**src/rtl/udp_parser.sv**
```systemverilog
// Streaming Ethernet/IPv4/UDP parser: input byte FIFO -> header-stripping FSM -> payload FIFO.
// FIFO entries are {sof, eof, data[7:0]}; the output FIFO is first-word-fall-through.
module udp_parser #(
  parameter int unsigned IN_FIFO_DEPTH  = 16,
  parameter int unsigned OUT_FIFO_DEPTH = 16
) (
  input  logic       clock,
  input  logic       reset,
  input  logic [7:0] in_din,
  input  logic       in_wr_en,
  input  logic       in_wr_sof,
  input  logic       in_wr_eof,
  output logic       in_full,
  input  logic       out_rd_en,
  output logic       out_rd_sof,
  output logic       out_rd_eof,
  output logic [7:0] out_dout,
  output logic       out_empty
);

  localparam int unsigned IAW = $clog2(IN_FIFO_DEPTH);
  localparam int unsigned OAW = $clog2(OUT_FIFO_DEPTH);
  localparam logic [IAW:0] InOne  = 1;
  localparam logic [OAW:0] OutOne = 1;

  typedef enum logic [2:0] {StEth, StIp, StUdp, StPayload, StDrop} state_e;

  // Input FIFO
  logic [9:0]   in_mem [IN_FIFO_DEPTH];
  logic [IAW:0] in_wptr_q, in_rptr_q;
  logic         in_empty, in_push, in_pop;
  logic [9:0]   in_head;

  assign in_empty = (in_wptr_q == in_rptr_q);
  assign in_full  = (in_wptr_q[IAW] != in_rptr_q[IAW]) &&
                    (in_wptr_q[IAW-1:0] == in_rptr_q[IAW-1:0]);
  assign in_push  = in_wr_en && !in_full;
  assign in_head  = in_mem[in_rptr_q[IAW-1:0]];

  always_ff @(posedge clock) begin
    if (reset) begin
      in_wptr_q <= '0;
      in_rptr_q <= '0;
    end else begin
      if (in_push) in_wptr_q <= in_wptr_q + InOne;
      if (in_pop)  in_rptr_q <= in_rptr_q + InOne;
    end
  end

  always_ff @(posedge clock) begin
    if (in_push) in_mem[in_wptr_q[IAW-1:0]] <= {in_wr_sof, in_wr_eof, in_din};
  end

  // Output FIFO
  logic [9:0]   out_mem [OUT_FIFO_DEPTH];
  logic [OAW:0] out_wptr_q, out_rptr_q;
  logic         out_full, out_push, out_pop;
  logic [9:0]   out_wdata, out_head;

  assign out_empty = (out_wptr_q == out_rptr_q);
  assign out_full  = (out_wptr_q[OAW] != out_rptr_q[OAW]) &&
                     (out_wptr_q[OAW-1:0] == out_rptr_q[OAW-1:0]);
  assign out_pop   = out_rd_en && !out_empty;
  assign out_head  = out_mem[out_rptr_q[OAW-1:0]];

  // Head is masked while empty so the outputs read zero after reset.
  assign out_dout   = out_empty ? 8'd0 : out_head[7:0];
  assign out_rd_sof = !out_empty && out_head[9];
  assign out_rd_eof = !out_empty && out_head[8];

  always_ff @(posedge clock) begin
    if (reset) begin
      out_wptr_q <= '0;
      out_rptr_q <= '0;
    end else begin
      if (out_push) out_wptr_q <= out_wptr_q + OutOne;
      if (out_pop)  out_rptr_q <= out_rptr_q + OutOne;
    end
  end

  always_ff @(posedge clock) begin
    if (out_push) out_mem[out_wptr_q[OAW-1:0]] <= out_wdata;
  end

  // Parser FSM
  state_e      state_q, state_d, cur_state;
  logic [15:0] cnt_q, cnt_d, cur_cnt;
  logic [15:0] plen_q, plen_d;
  logic [7:0]  hold_q, hold_d;
  logic [3:0]  ihl_q, ihl_d;
  logic        b_sof, b_eof;
  logic [7:0]  b;

  assign b_sof = in_head[9];
  assign b_eof = in_head[8];
  assign b     = in_head[7:0];

  // A sof byte always restarts parsing at Ethernet byte 0.
  assign cur_state = b_sof ? StEth : state_q;
  assign cur_cnt   = b_sof ? 16'd0 : cnt_q;

  always_ff @(posedge clock) begin
    if (reset) begin
      state_q <= StEth;
      cnt_q   <= '0;
      plen_q  <= '0;
      hold_q  <= '0;
      ihl_q   <= '0;
    end else begin
      state_q <= state_d;
      cnt_q   <= cnt_d;
      plen_q  <= plen_d;
      hold_q  <= hold_d;
      ihl_q   <= ihl_d;
    end
  end

  always_comb begin
    state_d = state_q;
    cnt_d   = cnt_q;
    plen_d  = plen_q;
    hold_d  = hold_q;
    ihl_d   = ihl_q;
    if (in_pop) begin
      state_d = cur_state;
      cnt_d   = cur_cnt + 16'd1;
      unique case (cur_state)
        StEth: begin
          if (cur_cnt == 16'd12) hold_d = b;
          if (cur_cnt == 16'd13) begin
            cnt_d   = '0;
            state_d = ({hold_q, b} == 16'h0800) ? StIp : StDrop;
          end
        end
        StIp: begin
          if (cur_cnt == 16'd0) begin
            ihl_d = b[3:0];
            if (b[7:4] != 4'd4 || b[3:0] < 4'd5) state_d = StDrop;
          end else if (cur_cnt == 16'd9) begin
            if (b != 8'h11) state_d = StDrop;
          end else if (cur_cnt == {10'd0, ihl_q, 2'b00} - 16'd1) begin
            cnt_d   = '0;
            state_d = StUdp;
          end
        end
        StUdp: begin
          if (cur_cnt == 16'd4) hold_d = b;
          if (cur_cnt == 16'd5) plen_d = {hold_q, b};
          if (cur_cnt == 16'd7) begin
            cnt_d = '0;
            if (plen_q <= 16'd8) begin
              state_d = StDrop;
            end else begin
              plen_d  = plen_q - 16'd8;
              state_d = StPayload;
            end
          end
        end
        StPayload: begin
          if (cur_cnt == plen_q - 16'd1) state_d = StDrop;
        end
        StDrop: ;
        default: state_d = StEth;
      endcase
      if (b_eof) begin
        state_d = StEth;
        cnt_d   = '0;
      end
    end
  end

  // Payload bytes stall when the output FIFO is full; header bytes never do.
  always_comb begin
    in_pop    = !in_empty && !(state_q == StPayload && out_full);
    out_push  = in_pop && (cur_state == StPayload);
    out_wdata = {(cur_cnt == 16'd0), (cur_cnt == plen_q - 16'd1) || b_eof, b};
  end

endmodule

```
**config.mk**
```make
export PLATFORM = sky130hd
export DESIGN_NAME = udp_parser
export DESIGN_NICKNAME = d
export VERILOG_FILES = /design/src/rtl/udp_parser.sv
export SDC_FILE = /design/constraint.sdc
export NUM_CORES = 1
export LEC_CHECK = 0
export BUFFER_PORTS_ARGS = -buffer_cell sky130_fd_sc_hd__buf_2
export CAP_MARGIN = 20
export CORE_ASPECT_RATIO = 0.6
export CORE_MARGIN = 4
export CORE_UTILIZATION = 31
export CTS_CLUSTER_DIAMETER = 30
export DETAILED_ROUTE_END_ITERATION = 16
export RECOVER_POWER = 100
export SLEW_MARGIN = 20
export SYNTH_ARGS = -nofsm -noshare
export SYNTH_HDL_FRONTEND = slang
export SYNTH_SLANG_ARGS = --single-unit
```
**constraint.sdc**
```tcl
create_clock -name clock -period 4.65 [get_ports clock]
set_input_delay 0.93 -clock clock [delete_from_list [all_inputs] [get_ports clock]]
set_output_delay 0.93 -clock clock [all_outputs]
set_load 0.005 [all_outputs]
```
==> metrics.txt <==
FF-to-FF path depth 10; failing checks max-capacitance violations, max-slew violations; Seq cells post-synth 395; R2R Path End state_q[2]$_SDFFE_PP0P_; share of flip-flops with an asynchronous set or reset 0%; leakage power total 0.00652 uW; grt ovf 0; worst min-delay path startpoint out_wptr_q[4]$_SDFFE_PP0P_; crit path max fanout 21; Die Y 193 um; Slew Limit Fails 22; number of fill cells in the layout 5290; Post-DRT Antenna Nets 0; IO Pins 26; Worst Skew between 0.02 and 0.025 ns; wire length per cell between 20 and 25 um; Cells after DPL 1996; worst skew pair latency 0.57 ns; cell taking the most area after synthesis edfxtp_1; Worst Hold Class reg -> reg; worst relative slew slack -10.4%; worst hold stages 2; Final period util a little over nine tenths; pwr dens between 400 and 500 mW/mm^2; Seq/Total Area, Yosys ~63%; CTS tree built; via/cell ratio 5.23; synth top area cells edfxtp_1, mux4_2, dfxtp_1; WL final approximately 43000 um; met3 usage 3.56%; Initial Util a little under a third; H-Tree Depth 2; Final Hold Fails 0; drt pass-1 iters 5; routed vias 10.9k; Total GRT Usage between 10 and 15%; initial antenna violation count 0; Synth Cell Area 0.0176 mm^2; main flop type after synthesis edfxtp_1; Setup violations, final 0; largest net degree at the start of global routing 43; post-synthesis cell count 1233; Post-CTS Repair Setup Buffers 0; Net count, final 1318; CP arrival 4.83 ns; grt peak-use layer met1; EDFF count, synth 320; commonest cells after routing, fill and taps aside edfxtp_1, nor2_1, mux4_2; Die Wd 316 um; CP endpoint kind flop; # resized after CTS 0; Worst IR Drop VDD about 0.00036 V; layout cell share with drive strength beyond 1 16.5%; Peak Freq 0.228 GHz; Clock Tree Root clkbuf_16; Tmin final 4.38 ns; DP HPWL roughly 29000 um; maxcap violations 1; Clock transition at path regs 0.06 ns; most common cell after layout, fill and taps aside edfxtp_1; RSZ-0062 raised after global routing no; Worst Max-Slew Pin Slew 1.65 ns; ANT cells 0; WHS 0.540 ns; Post-CTS Hold Fix Bufs 0; FP Rows 67; CORE AREA 0.0561 mm^2; met2 Usage GRT 19.1%; WS Path Type reg -> reg; routability cong. 0.913; TritonCTS buffer count 47; Worst setup SP type flop; Setup TNS 0 ns; Post-Layout Cell Count 2084; status finished with violations; DRT iter0 DRCs between 1k and 1.5k; vias in the first global route roughly 11k; clk buf depth 3; DR DRC count 0; CP required 5.09 ns; worst hold path endpoint out_wptr_q[4]$_SDFFE_PP0P_; Die ar. 0.0609 mm^2; yosys warns 0; r2r setup slk 0.27 ns; GRT met1 Usage 23.2%; Layout area overhead 15.3%; IO buf count 25; Netlist cell types 82; first-pass GRT wire length 66600 um; area fraction of the dominant cell type after synthesis 54.5%; Sink Count 395; post-synthesis net count 1265; Avg Cell Area, Syn about 14 um^2
-- cell usage after synthesis (all sizes together), types with 24 or more instances --
cell,number
nor2b,25
xnor2,24
nor2,118
xor2,26
edfxtp,320
nor3,35
mux2i,43
clkbuf,48
nand2,55
mux4,77
inv,33
buf,31
a211oi,28
dfxtp,75
a21oi,37
-- where the power goes --
| group | switching (uW) | total, uW | leakage, uW | internal (uW) |
|---|---|---|---|---|
| clock | 1550 | 3930 | 0.000818 | 2380 |
| combinational | 1050 | 1520 | 0.00222 | 470 |
| sequential | 71.5 | 4170 | 0.00348 | 4100 |
| total | 2670 | 9620 | 0.00652 | 6950 |
-- sequential cells by signal (all words and copies together) (netlist names), named ones only --
register / cells
in_mem: 160
in_rptr_q: 5
out_rptr_q: 5
cnt_q: 16
hold_q: 8
plen_q: 16
out_wptr_q: 5
out_mem: 160
state_q: 3
in_wptr_q: 5
ihl_q: 4
-- worst max-delay path, stage by stage (launching register included) --
cell,delay (ns)
dfxtp_1,0.68
clkbuf_1,0.94
mux4_2,0.63
mux2i_1,0.19
mux2i_2,0.09
buf_4,0.22
nor4_1,0.61
nand4_1,0.23
a311oi_1,0.32
a211oi_1,0.08
o31a_1,0.26
-- final cells by class --
type / count / area (um^2) / share of cell area [%]
tap: 759 / 950 / 4.67
clock inverter: 31 / 399 / 1.96
clock buffer: 57 / 1300 / 6.38
sequential: 395 / 11100 / 54.6
multi-input combinational: 726 / 6050 / 29.7
inverter: 33 / 124 / 0.609
timing repair buffer: 83 / 410 / 2.02
-- through the flow --
stage               power [uW]  worst slack (ns)  instance area (um^2)  utilization, %
global placement          5750             0.524                 18800            33.6
floorplan                 5220              1.01                 17600               -
CTS                       9740             0.379                 20500            36.6
detailed placement        5790             0.415                 18800            33.6
global route             10000            0.0190                 20300            36.3
finish                    9620             0.268                 20300            36.3
-- layer usage --
| layer | vias to the layer above | share of wire [%] | routed length, um |
|---|---|---|---|
| met2 | 409 | 40 | 17300 |
| met1 | 5514 | 50 | 21500 |
| met5 | - | 0 | 0 |
| li1 | 4903 | - | - |
| met4 | 0 | 1.4 | 626 |
| met3 | 65 | 9.3 | 4020 |
-- worst max-delay path by stage --
stage,startpoint,endpoint,slack [ns],cells after the start
3_5_place_dp,flop,cnt_q[1]$_SDFFE_PP0P_,0.41,17
2_1_floorplan,flop,cnt_q[10]$_SDFFE_PP0P_,1.01,18
5_1_grt,flop,cnt_q[1]$_SDFFE_PP0P_,0.02,17
6_report,flop,state_q[2]$_SDFFE_PP0P_,0.27,10
3_3_place_gp,flop,cnt_q[10]$_SDFFE_PP0P_,0.52,16
4_1_cts,flop,cnt_q[1]$_SDFFE_PP0P_,0.38,17
-- cell families (layout without fill, tap and decap cells) --
group,after synthesis,count (layout),synth area share [%]
buffers and inverters,112,204,2.80
multiplexers,124,124,12.6
AO/OA/AOI/OAI,189,189,7.84
adder cells (fa/ha/maj),18,18,1.28
AND/OR/NAND/NOR,343,343,9.79
flip-flops,395,395,63.0
XOR/XNOR,52,52,2.74
(Power assumes the default switching activity.)
